File: src/rtl/branch_cond_seq_pkg.sv
// Shared control definitions: condition codes, FSM encodings and a decode helper
// for the branch-condition sequencer.
package branch_cond_seq_pkg;

   localparam logic [2:0] COND_BEQ = 3'd0;
   localparam logic [2:0] COND_BNE = 3'd1;
   localparam logic [2:0] COND_BLE = 3'd2;
   localparam logic [2:0] COND_BGT = 3'd3;
   localparam logic [2:0] COND_BLT = 3'd4;
   localparam logic [2:0] COND_OVF = 3'd5;

   localparam logic [1:0] ST_IDLE_ENC = 2'd0;
   localparam logic [1:0] ST_EVAL_ENC = 2'd1;
   localparam logic [1:0] ST_DONE_ENC = 2'd2;

   typedef enum logic [1:0] {
      ST_IDLE = ST_IDLE_ENC,
      ST_EVAL = ST_EVAL_ENC,
      ST_DONE = ST_DONE_ENC
   } state_t;

   function automatic logic cond_illegal(input logic [2:0] c);
      return (c > COND_OVF);
   endfunction

endpackage

File: src/rtl/branch_cond_seq.sv
// Branch-condition sequencer: captures ALU flags and mux select on start, waits EVAL_WAIT
// extra cycles for the datapath mux to settle, then pulses done / pc_wr_cond / err.
module branch_cond_seq
   import branch_cond_seq_pkg::*;
#(
   parameter int unsigned EVAL_WAIT = 0
) (
   input  logic       clk,
   input  logic       reset,
   input  logic       start,
   input  logic [2:0] cond,
   input  logic       alu_eq,
   input  logic       alu_lt,
   input  logic       alu_gt,
   input  logic       alu_of,
   output logic       flag0,
   output logic       flag1,
   output logic       flag2,
   output logic       flag3,
   output logic       flag4,
   output logic       flag5,
   output logic [2:0] sel,
   input  logic       taken_in,
   output logic       busy,
   output logic       done,
   output logic       pc_wr_cond,
   output logic       err
);

   localparam logic [3:0] LP_WAIT = 4'(EVAL_WAIT);

   state_t     r_state;
   logic [5:0] r_flags;
   logic [2:0] r_sel;
   logic [3:0] r_cnt;
   logic       r_taken;
   logic       r_illegal;
   logic       w_in_done;

   always_ff @(posedge clk) begin
      if (reset) begin
         r_state   <= ST_IDLE;
         r_flags   <= 6'd0;
         r_sel     <= 3'd0;
         r_cnt     <= 4'd0;
         r_taken   <= 1'b0;
         r_illegal <= 1'b0;
      end else begin
         case (r_state)
            ST_IDLE: begin
               if (start) begin
                  // Bit order matches the downstream mux inputs, indexed by cond.
                  r_flags   <= {alu_of, alu_lt, alu_gt, alu_lt | alu_eq, ~alu_eq, alu_eq};
                  r_sel     <= cond;
                  r_illegal <= cond_illegal(cond);
                  r_cnt     <= LP_WAIT;
                  r_state   <= ST_EVAL;
               end
            end
            ST_EVAL: begin
               if (r_cnt == 4'd0) begin
                  r_taken <= taken_in;
                  r_state <= ST_DONE;
               end else begin
                  r_cnt <= r_cnt - 4'd1;
               end
            end
            ST_DONE: r_state <= ST_IDLE;
            default: r_state <= ST_IDLE;
         endcase
      end
   end

   assign w_in_done  = (r_state == ST_DONE);
   assign busy       = (r_state != ST_IDLE);
   assign done       = w_in_done;
   assign pc_wr_cond = w_in_done & r_taken & ~r_illegal;
   assign err        = w_in_done & r_illegal;

   assign flag0 = r_flags[0];
   assign flag1 = r_flags[1];
   assign flag2 = r_flags[2];
   assign flag3 = r_flags[3];
   assign flag4 = r_flags[4];
   assign flag5 = r_flags[5];
   assign sel   = r_sel;

endmodule

File: config.mk
export PLATFORM = sky130hd
export DESIGN_NAME = branch_cond_seq
export DESIGN_NICKNAME = d
export VERILOG_FILES = /design/src/rtl/branch_cond_seq_pkg.sv /design/src/rtl/branch_cond_seq.sv
export SDC_FILE = /design/constraint.sdc
export NUM_CORES = 1
export LEC_CHECK = 0
export CORE_MARGIN = 8
export CORE_UTILIZATION = 30
export CTS_BUF_LIST = sky130_fd_sc_hd__clkbuf_16
export CTS_CLUSTER_SIZE = 12
export DETAILED_ROUTE_END_ITERATION = 8
export DONT_BUFFER_PORTS = 1
export GPL_TIMING_DRIVEN = 0
export PLACE_DENSITY = 0.53
export SLEW_MARGIN = 0
export SYNTH_ARGS = -nofsm -noshare
export SYNTH_HDL_FRONTEND = slang
export SYNTH_SLANG_ARGS = --single-unit
File: constraint.sdc
create_clock -name clk -period 2.2 [get_ports clk]
set_clock_uncertainty 0.15 [all_clocks]
set_input_delay 0.44 -clock clk [delete_from_list [all_inputs] [get_ports clk]]
set_output_delay 0.44 -clock clk [all_outputs]
set_load 0.05 [all_outputs]
==> results of run 1 <==
## registers in the layout (all words and copies together) (netlist names)
name	cells
r_flags	6
r_cnt	4
sel	3
r_state	2
r_illegal	1
r_taken	1
## metal layers
| layer | GRT usage | routed length [um] | up-vias |
|---|---|---|---|
| met5 | 0 | 0 | - |
| met4 | 0.0163 | 0 | 0 |
| met3 | 0.0748 | 257 | 0 |
| met2 | 0.121 | 747 | 25 |
| met1 | 0.0903 | 698 | 282 |
| li1 | - | - | 298 |
## synth_stat cells (all sizes together)
library cell   n
a211oi         1
a21bo          1
a21oi         12
and2           1
and3           1
and3b          1
clkbuf         3
dfxtp         17
ha             2
inv            3
mux2i          1
nand2         15
nand2b         1
nand3          3
nor2           1
nor2b          2
nor3           3
nor3b          3
nor4bb         1
o211ai         1
o21ai          2
o21bai         1
o31ai          1
or2            1
or3            4
or3b           1
or4            1
## worst max-delay path, delay by kind of cell, from the launching register on
kind | cells | cell delay [ns]
flip-flops | 1 | 0.42
AND/OR/NAND/NOR | 2 | 0.83
## stage by stage
step                      hold slack [ns]  std cells  setup slack [ns]  power [W]
after floorplan                     0.286         84             0.170   0.000659
after global placement              0.306        114            0.0621   0.000705
after detailed placement            0.305        114            0.0438   0.000710
after CTS                           0.108        118            0.0300    0.00109
after global routing                0.103        118            0.0184    0.00114
final                               0.112        118             0.113    0.00107
## power by group through the flow
stage / clock (W) / sequential [W] / combinational (W)
finish: 0.000368 / 0.000467 / 0.000239
global route: 0.000390 / 0.000477 / 0.000270
CTS: 0.000378 / 0.000468 / 0.000241
detailed placement: 0 / 0.000472 / 0.000238
global placement: 0 / 0.000471 / 0.000234
floorplan: 0 / 0.000458 / 0.000201
## how the worst max path moves through the flow
stage	startpoint	endpoint	slack [ns]	cells past startpoint
floorplan	r_state[1]	pc_wr_cond	0.17	2
detailed placement	r_state[1]	pc_wr_cond	0.04	2
global route	r_state[1]	pc_wr_cond	0.02	2
global placement	r_state[1]	pc_wr_cond	0.06	2
finish	r_state[1]	pc_wr_cond	0.11	2
CTS	r_state[1]	err	0.03	2
## logic make-up (layout without fill, tap and decap cells)
group | count (synthesis) | after routing | share of synthesized area
AOI/OAI and AO/OA | 19 | 19 | 0.152
buffers and inverters | 6 | 10 | 0.0310
muxes | 1 | 1 | 0.0138
and+or+nand+nor | 39 | 39 | 0.300
DFF | 17 | 17 | 0.469
adders and majority gates | 2 | 2 | 0.0345
## layout make-up
type,instances,area (um2)
Fill cell,279,1530
Multi-Input combinational cell,61,373
Sequential cell,17,340
Clock buffer,3,75.1
Tap cell,30,37.5
Buffer,3,11.3
Inverter,3,11.3
Clock inverter,1,7.51
## timing repair
item / CTS / global route
setup endpoints to repair: 2 / 1
endpoints found under the hold margin: 0 / 0
gates resized for setup: 2 / 1
hold buffers: 0 / 0
pin swaps: 0 / 0
==> flow_metrics.py, run 1 <==
metrics = {
    "outcome": {
        "run_status": "finished, final reports clean",
    },
    "synthesis": {
        "yosys-top-cells-area": "dfxtp_1 47%, a21oi_1 8.3%, nand2_1 7.8%, ha_1 3.4%, nor3b_1 3.1%",
        "synthCells": 84,
        "synth_warnings": 0,
        "synth_nets": 97,
        "synth_area_um2": 726,
        "synth-seq-cells": 17,
        "syn_avg_cell_area_um2": 8.64,
        "ys_types": 28,
        "synth_top_cell_by_area": "dfxtp_1",
        "ys_seq_area_frac": 0.469,
        "yosysTopAreaCellShare": 0.469,
    },
    "setup_path": {
        "crit_required_ns": 1.61,
        "regToRegStartpoint": "r_cnt[0]",
        "reg2regPathDepth": 5,
        "cp_max_fo": 7,
        "critical_path.startpoint_type": "register",
        "r2r_setup_slack_ns": 0.39,
        "critPathMaxStageDelay_ns": 0.43,
        "arrival_ns": 1.50,
        "crit_chain": "nor2b_4, and3b_2",
        "r2r-end": "r_cnt[3]",
        "crit_type": "reg -> out",
        "slowest_stage": "and3b_2",
        "end_kind": "output pin",
    },
    "sta": {
        "tightest_slew_ns": 0.597,
        "slew_violations": 0,
        "finalSetupViolations": 0,
        "finalHoldViolCount": 0,
        "fin_crit_sh": 0.949,
        "fmax_mhz": 479,
        "max_slew_margin": 0.601,
        "rsz0062_at_grt": "no",
        "period_minus_slack_ns": 2.09,
        "timing.setup.tns_ns": 0,
    },
    "layout": {
        "fin_nets": 102,
        "n_antenna_cell": 0,
        "syn_to_final_growth_pct": 17.9,
        "drive_gt1_frac": 0.136,
        "final_common_cell": "dfxtp_1",
        "final_area_um2": 856,
        "final_cell_mix": "17 x dfxtp_1, 15 x nand2_1, 12 x a21oi_1",
        "final_core_util": 0.358,
    },
    "placed_design": {
        "numPortBuffers": 0,
        "dpl.hpwl_um": 1290,
        "place_area_um2": 766,
        "gp_congestion": 0.784,
    },
    "die": {
        "core.rowCount": 18,
        "fp.dieH_um": 65.2,
        "start_util": 0.304,
        "die_area_mm2": 0.00425,
        "io_pins": 24,
        "core_area_mm2": 0.00239,
        "fp.dieW_um": 65.2,
    },
    "global_routing": {
        "antenna_found_initial": 0,
        "grt_pass1_vias": 603,
        "overflow": 0,
        "grt_pass1_wl_um": 2790,
        "grtUsageTotal": 0.0837,
        "grt_max_degree": 12,
    },
    "power_and_ir_drop": {
        "p_comb_frac": 0.223,
        "clock_power_share": 0.342,
        "seqPwrFrac": 0.435,
        "power_switching_w": 0.000379,
        "p_int_w": 0.000696,
        "ir_drop_uv": 703,
        "p_sw_frac": 0.353,
        "power_leakage_nw": 0.316,
        "powerDensity_mw_per_mm2": 1260,
    },
    "drt": {
        "drtAntennaViolNets": 0,
        "routed_via_density": 5.13,
        "route.detailed.drc": 0,
        "wire_per_inst_um": 14.4,
        "via_count": 605,
        "drt_iter0_markers": 21,
        "firstDrtPassIters": 4,
        "wl_um": 1700,
    },
    "clocking": {
        "cts-htree-levels": 1,
        "numCtsBuffers": 3,
        "cts_tree": "built",
        "post_cts_buffers": 0,
        "path_clk_slew_ns": 0.05,
        "cts_buffer_depth": 2,
        "clock-sinks": 17,
        "cts-root-buf": "clkbuf_16",
        "clk_latency_ns": 0.25,
    },
    "min_path": {
        "hold-path-cell-count": 1,
        "hp-class": "in -> reg",
        "min_to": "r_taken",
        "hold_start": "reset",
    },
    "flow_run": {
        "cap_violations": 0,
    },
}
Power figures use the tool's default switching activity.
==> run 2, diff against run 1 <==
--- a/config.mk
+++ b/config.mk
@@ -17,3 +17,4 @@
 export SYNTH_ARGS = -nofsm -noshare
 export SYNTH_HDL_FRONTEND = slang
 export SYNTH_SLANG_ARGS = --single-unit
+export TNS_END_PERCENT = 30
==> results of run 2 <==
The final DEF is identical to that of run 1; final timing and power are the same.
